===== src/rtl/fb_pkg.sv =====
// Shared constants and state type for the ping-pong framebuffer write controller.
package fb_pkg;

  localparam int unsigned IMAGE_SIZE     = 3840;
  localparam int unsigned PIX_ADDR_WIDTH = 12;
  localparam int unsigned PIX_DATA_WIDTH = 16;
  localparam int unsigned CNT_WIDTH      = 8;

  typedef enum logic {
    IDLE  = 1'b0,
    WRITE = 1'b1
  } fb_state_t;

endpackage


===== src/rtl/fb_sat_counter.sv =====
// Saturating event counter: increments on inc, sticks at all-ones.
module fb_sat_counter #(
  parameter int unsigned WIDTH = 8
) (
  input  logic             rgbClk,
  input  logic             nrst,
  input  logic             inc,
  output logic [WIDTH-1:0] value
);

  logic [WIDTH-1:0] value_q;

  always_ff @(posedge rgbClk or negedge nrst) begin
    if (!nrst) begin
      value_q <= '0;
    end else if (inc && (value_q != '1)) begin
      value_q <= value_q + WIDTH'(1);
    end
  end

  assign value = value_q;

endmodule


===== src/rtl/framebuffer_pingpong.sv =====
// Double-buffered framebuffer write controller with frame publish/consume handshake.
// Optional FB_FRAME_CHECK_EN: strict frame-length check and badFrameCount.
module framebuffer_pingpong #(
  parameter int unsigned IMAGE_SIZE     = fb_pkg::IMAGE_SIZE,
  parameter int unsigned PIX_ADDR_WIDTH = fb_pkg::PIX_ADDR_WIDTH,
  parameter int unsigned PIX_DATA_WIDTH = fb_pkg::PIX_DATA_WIDTH,
  parameter int unsigned CNT_WIDTH      = fb_pkg::CNT_WIDTH
) (
  input  logic                      rgbClk,
  input  logic                      nrst,
  input  logic [PIX_DATA_WIDTH-1:0] pixData,
  input  logic                      pixValid,
  input  logic                      frameStart,
  input  logic                      frameConsumed,
  output logic [PIX_ADDR_WIDTH:0]   memAddr,
  output logic [PIX_DATA_WIDTH-1:0] memData,
  output logic                      memWe,
  output logic                      frontBank,
  output logic                      frontValid,
  output logic [CNT_WIDTH-1:0]      dropCount,
  output logic [CNT_WIDTH-1:0]      badFrameCount
);

  import fb_pkg::*;

  // One extra bit so the count can represent IMAGE_SIZE == 2**PIX_ADDR_WIDTH.
  localparam int unsigned PCNT_W = PIX_ADDR_WIDTH + 1;

  fb_state_t                 state_q, state_d;
  logic [PCNT_W-1:0]         pix_cnt_q, pix_cnt_d;
  logic                      front_bank_q, front_bank_d;
  logic                      front_valid_q, front_valid_d;
  logic [PIX_ADDR_WIDTH:0]   mem_addr_q, mem_addr_d;
  logic [PIX_DATA_WIDTH-1:0] mem_data_q, mem_data_d;
  logic                      mem_we_q, mem_we_d;
  logic [PCNT_W-1:0]         cnt_base_c;
  logic                      frame_active_c;
  logic                      complete_c;
  logic                      drop_inc_c;
`ifdef FB_FRAME_CHECK_EN
  logic                      ovf_q, ovf_d;
  logic                      bad_inc_c;

  assign complete_c = (pix_cnt_q == PCNT_W'(IMAGE_SIZE)) && !ovf_q;
`else
  assign complete_c = (pix_cnt_q != '0);
`endif

  always_ff @(posedge rgbClk or negedge nrst) begin
    if (!nrst) begin
      state_q       <= IDLE;
      pix_cnt_q     <= '0;
      front_bank_q  <= 1'b0;
      front_valid_q <= 1'b0;
      mem_addr_q    <= '0;
      mem_data_q    <= '0;
      mem_we_q      <= 1'b0;
`ifdef FB_FRAME_CHECK_EN
      ovf_q         <= 1'b0;
`endif
    end else begin
      state_q       <= state_d;
      pix_cnt_q     <= pix_cnt_d;
      front_bank_q  <= front_bank_d;
      front_valid_q <= front_valid_d;
      mem_addr_q    <= mem_addr_d;
      mem_data_q    <= mem_data_d;
      mem_we_q      <= mem_we_d;
`ifdef FB_FRAME_CHECK_EN
      ovf_q         <= ovf_d;
`endif
    end
  end

  // Consume is applied before frame evaluation so a coincident frameStart can swap.
  always_comb begin
    state_d        = state_q;
    pix_cnt_d      = pix_cnt_q;
    front_bank_d   = front_bank_q;
    front_valid_d  = front_valid_q;
    mem_addr_d     = mem_addr_q;
    mem_data_d     = mem_data_q;
    mem_we_d       = 1'b0;
    cnt_base_c     = pix_cnt_q;
    frame_active_c = 1'b0;
    drop_inc_c     = 1'b0;
`ifdef FB_FRAME_CHECK_EN
    ovf_d          = ovf_q;
    bad_inc_c      = 1'b0;
`endif

    if (frameConsumed) begin
      front_valid_d = 1'b0;
    end

    case (state_q)
      IDLE: begin
        if (frameStart) begin
          state_d        = WRITE;
          frame_active_c = 1'b1;
          cnt_base_c     = '0;
`ifdef FB_FRAME_CHECK_EN
          ovf_d          = 1'b0;
`endif
        end
      end
      WRITE: begin
        frame_active_c = 1'b1;
        if (frameStart) begin
          if (complete_c) begin
            if (!front_valid_d) begin
              front_bank_d  = ~front_bank_q;
              front_valid_d = 1'b1;
            end else begin
              drop_inc_c = 1'b1;
            end
          end else begin
`ifdef FB_FRAME_CHECK_EN
            bad_inc_c = 1'b1;
`endif
          end
          cnt_base_c = '0;
`ifdef FB_FRAME_CHECK_EN
          ovf_d      = 1'b0;
`endif
        end
      end
      default: state_d = IDLE;
    endcase

    pix_cnt_d = cnt_base_c;
    // Pixels go to the back bank as it stands after any swap this cycle.
    if (frame_active_c && pixValid) begin
      if (cnt_base_c < PCNT_W'(IMAGE_SIZE)) begin
        mem_we_d   = 1'b1;
        mem_addr_d = {~front_bank_d, cnt_base_c[PIX_ADDR_WIDTH-1:0]};
        mem_data_d = pixData;
        pix_cnt_d  = cnt_base_c + PCNT_W'(1);
      end else begin
`ifdef FB_FRAME_CHECK_EN
        ovf_d = 1'b1;
`endif
      end
    end
  end

  fb_sat_counter #(.WIDTH(CNT_WIDTH)) u_drop_cnt (
    .rgbClk (rgbClk),
    .nrst   (nrst),
    .inc    (drop_inc_c),
    .value  (dropCount)
  );

`ifdef FB_FRAME_CHECK_EN
  fb_sat_counter #(.WIDTH(CNT_WIDTH)) u_bad_cnt (
    .rgbClk (rgbClk),
    .nrst   (nrst),
    .inc    (bad_inc_c),
    .value  (badFrameCount)
  );
`else
  assign badFrameCount = '0;
`endif

  assign memAddr    = mem_addr_q;
  assign memData    = mem_data_q;
  assign memWe      = mem_we_q;
  assign frontBank  = front_bank_q;
  assign frontValid = front_valid_q;

endmodule


===== config.mk =====
export PLATFORM = sky130hd
export DESIGN_NAME = framebuffer_pingpong
export DESIGN_NICKNAME = d
export VERILOG_FILES = /design/src/rtl/fb_pkg.sv /design/src/rtl/fb_sat_counter.sv /design/src/rtl/framebuffer_pingpong.sv
export SDC_FILE = /design/constraint.sdc
export NUM_CORES = 1
export LEC_CHECK = 0
export ABC_AREA = 1
export BUFFER_PORTS_ARGS = -buffer_cell sky130_fd_sc_hd__buf_2
export CAP_MARGIN = 20
export CORE_MARGIN = 2
export CORE_UTILIZATION = 46
export DETAILED_ROUTE_END_ITERATION = 6
export PLACE_DENSITY = 0.75
export REMOVE_ABC_BUFFERS = 1
export SYNTH_ARGS = -nofsm -noshare
export SYNTH_HDL_FRONTEND = slang
export SYNTH_SLANG_ARGS = --single-unit

===== constraint.sdc =====
create_clock -name rgbClk -period 1.55 [get_ports rgbClk]
set_input_delay 0.31 -clock rgbClk [delete_from_list [all_inputs] [get_ports rgbClk]]
set_output_delay 0.31 -clock rgbClk [all_outputs]
set_load 0.02 [all_outputs]

## After elaboration in Yosys (flattened, before gate mapping)

Cells that the tools add are included.

| operators by class | value |
|---|---|
| multiplexer cells | 20 |
| eq/ne operators | 1 |
| magnitude comparators | 1 |
| $add $sub $neg | 2 |
| reductions and logical operators | 4 |
| bitwise gates (word level) | 3 |

Operator list:

| kind | number |
|---|---|
| 2-to-1 mux 13 bit | 3 |
| 2-to-1 mux 1 bit | 16 |
| adder 13 x 1 -> 13 bit (second input constant) | 1 |
| < comparator 13 x 12 -> 1 bit (second input constant) | 1 |
| nonzero test 13 bit | 1 |
| adder 8 x 1 -> 8 bit (second input constant) | 1 |
| != test 8 bit (second input constant) | 1 |
| inverter 1 bit | 3 |
| logical AND 1 bit | 2 |
| case mux 1 bit (2 select lines) | 1 |
| AND reduction 2 bit | 1 |

| storage, ports and cells | value |
|---|---|
| logic and storage cells | 39 |
| input port bits | 21 |
| bits in registers | 54 |

## Longest topological paths before layout

| depth | value |
|---|---|
| word-level depth | 6 |
| depth in mapped cells | 13 |
| mapped depth without buffers | 12 |

## Modules after synthesis

A second synthesis with hierarchy kept.

| second synthesis, totals | value |
|---|---|
| cells, all modules | 325 |
| area, all modules | 2665.1 um^2 |

By module, submodules not included:

| module | times used | seq. area each (um^2) | cells each | area each (um^2) |
|---|---|---|---|---|
| framebuffer_pingpong | 1 | 1151.1 | 262 | 2182.1 |
| fb_sat_counter | 1 | 200.2 | 63 | 483.0 |

## Least setup slack after synthesis

No wires, ideal clock.

| timing | value |
|---|---|
| path type | register to register |
| start | register u_drop_cnt.value_q[0], in the netlist u_drop_cnt.value[0] |
| end | register u_drop_cnt.value_q[6], in the netlist u_drop_cnt.value[6] |
| slack | -0.020 ns |
| setup time | 0.131 ns |
| path buffers | 1 |
| data arrival time | 1.439 ns |
| stages on the path, launching flop included | 9 |
| cells stage by stage | dfrtp_1 -> ha_1 -> nand2_1 -> nor2_1 -> a21oi_1 -> nand3_1 -> buf_4 -> nand2_1 -> o21ai_0 |

| between the ends | value |
|---|---|
| longest elaborated chain between the ends | 2 |

Ends and longest elaborated chain:

| what | line | source |
|---|---|---|
| from (decl) | fb_sat_counter.sv:11 | `logic [WIDTH-1:0] value_q;` |
| from (signal assigned) | fb_sat_counter.sv:17 | `value_q <= value_q + WIDTH'(1);` |
| parallel branches: the longest is 2 deep, another holds adder 8 x 1 -> 8 bit | n/a |  |

Several ways; the timed one is not identified.
A chain may end at the register's enable or synchronous reset.

## Worst setup path in the final report

| timing | value |
|---|---|
| start | register u_drop_cnt.value_q[1], in the netlist u_drop_cnt.value[1] |
| end | register u_drop_cnt.value_q[0], in the netlist u_drop_cnt.value[0] |

| between the ends | value |
|---|---|
| longest elaborated chain between the ends | 2 |

Ends and longest elaborated chain:

| what | line | source |
|---|---|---|
| != test 8 bit | fb_sat_counter.sv:16 | `end else if (inc && (value_q != '1)) begin` |
| logical AND 1 bit | fb_sat_counter.sv:16 |  |

Every way passes these cells.

==> flow_summary.json <==
{
  "status": "finished clean",
  "synthesis.instances": 300,
  "ys_warn_count": 0,
  "worstSetupPathType": "flip-flop to flip-flop",
  "path_max_fanout": 7,
  "drive_above_1_share_pct": 26.58,
  "grt_max_degree": 55,
  "insertedDiodeCount": 0,
  "cap_violations": 0,
  "antenna_found_initial": 0,
  "hpwl_mm": 3.343,
  "start_util_pct": 48.17,
  "grt_pass1_vias": 1863,
  "start_kind": "flip-flop",
  "drtIter0Drc": 75,
  "grt-ovfl-total": 0,
  "hold_viol_final": 0,
  "synth_cell_type_count": 20,
  "cts_num_sinks": 54,
  "grt_usage_pct": 17.01,
  "vdd_drop_max_mv": 0.5251,
  "busiest_layer": "met2",
  "syn_area_sq_mm": 0.002476,
  "cts_made_buffers": 5,
  "ios": 69,
  "place_area_sq_mm": 0.002975,
  "tritoncts": "built",
  "setup_viol": 0,
  "instances_no_fill": 450,
  "place_congestion": 0.8274,
  "nNetsFinal": 402,
  "rows": 26,
  "ys_seq_area_share_pct": 54.57,
  "fin_crit_sh_pct": 96.37,
  "r2r_slack_ns": 0.06,
  "max_freq_mhz": 669.5,
  "setup_slack_ns": 0.05628,
  "finalCriticalPeriod_ns": 1.494,
  "hold_path.class": "input pin to flip-flop",
  "wl_per_cell_um": 10.62,
  "cellLeakagePower_nw": 1.751,
  "via_per_inst": 4.491,
  "clk_pin_slew_ns": 0.09,
  "io_buffers": 60,
  "syn_area_per_cell_sq_um": 8.254,
  "worst_ep_required_time_ns": 1.74,
  "powerDensity_mw_per_mm2": 1113,
  "whs_ns": 0.1963,
  "critPathArrivalTime_ns": 1.68,
  "met1_usage_pct": 21.87,
  "die_h_um": 77.37,
  "final_cell_area_sq_mm": 0.003204,
  "core-area_sq_mm": 0.005140,
  "syn_to_final_growth_pct": 29.41,
  "r2r_cells": 7,
  "ys_ff_latch": 54,
  "ant_nets": 0,
  "routed_wirelength_mm": 4.778,
  "die-area_sq_mm": 0.005986,
  "grtUsageMet3_pct": 4.070,
  "grt_pass1_wl_mm": 8.259,
  "clock_latency_ns": 0.30,
  "cts.htree.levels": 2,
  "setup.worst_path.start": "u_drop_cnt.value[1]",
  "die_width_um": 77.37,
  "skew_ns": 0.006159,
  "r2r-start": "u_drop_cnt.value[1]",
  "place_inst": 437,
  "ctsRootBufferMaster": "clkbuf_8",
  "finalMaxSlewViolations": 0,
  "power.total_mw": 3.567,
  "final_util_pct": 62.34,
  "end_kind": "flip-flop",
  "crit_end": "u_drop_cnt.value[0]",
  "r2r_end": "u_drop_cnt.value[0]",
  "post-route-drc-count": 0,
  "post-place-ws_ns": -0.08405,
  "first_pass_iters": 4,
  "vias": 2021,
  "use_met2_pct": 28.26,
  "tns_ns": 0,
  "cts_buffer_depth": 2
}
## power breakdown
part,total [mW],internal [mW],switching [mW]
registers,1.65,1.53,0.118
clock network,1.13,0.688,0.440
logic,0.786,0.325,0.460
total,3.57,2.55,1.02
## layer usage
| metal | wire length, um | vias to the layer above |
|---|---|---|
| met5 | 0 | - |
| met3 | 278 | 7 |
| met1 | 2175 | 911 |
| met2 | 2267 | 55 |
| met4 | 57 | 0 |
| li1 | - | 1048 |
## flip-flops by register name, indices dropped and copies added (netlist names)
name and count:
state_q 1, frontBank 1, frontValid 1, pix_cnt_q 13, u_drop_cnt.value 8, memData 16
memAddr 13, memWe 1
## layout make-up
type	count	area, sq um
well taps	70	87.58
multi-input cells	205	945.9
repair buffers	82	560.5
fillers	485	1936
flip-flops and latches	54	1351
clock inverters	2	60.06
clock buffers	6	82.58
inverters	31	116.4
## synth_stat cells
master,n,area share (%)
clkbuf_1,1,0.15
nor2_4,2,0.91
or2_2,1,0.25
nand2_1,118,18
ha_1,2,1.0
xor2_1,12,4.2
nand3_1,13,2.6
o21ai_0,18,3.6
nor2_1,26,3.9
a21oi_1,1,0.20
buf_2,4,0.81
dfrtp_1,54,55
conb_1,1,0.15
nand2_2,1,0.25
inv_1,29,4.4
buf_4,11,3.3
xnor2_1,1,0.35
inv_2,2,0.30
nand4_1,2,0.51
buf_6,1,0.45
## logic make-up after synthesis
logic type               synth area share (%)
buffers and inverters                   9.449
adder cells (fa/ha/maj)                 1.010
flip-flops                              54.57
other                                  0.1514
XOR/XNOR                                4.598
AO/OA/AOI/OAI                           3.840
AND/OR/NAND/NOR                         26.38
## worst min path at each step
stage,startpoint,to,cells after the start,slack [ns]
6_report,pixData[13],memData[13],3,0.20
3_3_place_gp,nrst,pix_cnt_q[3],2,0.33
3_5_place_dp,nrst,memAddr[6],2,0.33
4_1_cts,pixData[2],memData[2],3,0.19
2_1_floorplan,nrst,frontBank,0,0.01
5_1_grt,pixData[14],memData[14],3,0.19
## worst max-delay path: stages, from the launching register on
cell       delay, ns
dfrtp_1         0.44
ha_4            0.19
nand2_1         0.07
nor2_1          0.07
a21oi_2         0.14
nand3_2         0.14
clkbuf_16       0.19
xor2_1          0.14
## repair_timing
item	CTS	global route
gates resized for setup	1	7
endpoints found under the setup margin	2	10
pin swaps	0	2
setup buffers	0	3
hold buffers	1	0
hold endpoints to repair	34	0
cloned	0	1
## layout by cell type, fill, tap and decap left out
cell | synthesis | layout
nand2_1 | 118 | 117
buf_2 | 4 | 60
dfrtp_1 | 54 | 54
inv_1 | 29 | 29
nor2_1 | 26 | 24
o21ai_0 | 18 | 17
buf_4 | 11 | 14
nand3_1 | 13 | 12
xor2_1 | 12 | 12
conb_1 | 1 | 8
clkbuf_8 | 0 | 6
buf_12 | 0 | 6
inv_2 | 2 | 2
nand2_2 | 1 | 2
nor2_4 | 2 | 2
nor2_2 | 0 | 2
nand4_1 | 2 | 2
bufinv_16 | 0 | 2
or2_2 | 1 | 1
a21oi_2 | 0 | 1
nand3_2 | 0 | 1
o21ai_1 | 0 | 1
xnor2_1 | 1 | 1
ha_1 | 2 | 1
ha_4 | 0 | 1
clkbuf_16 | 0 | 1
dlygate4sd3_1 | 0 | 1
Power figures use the tool's default switching activity.
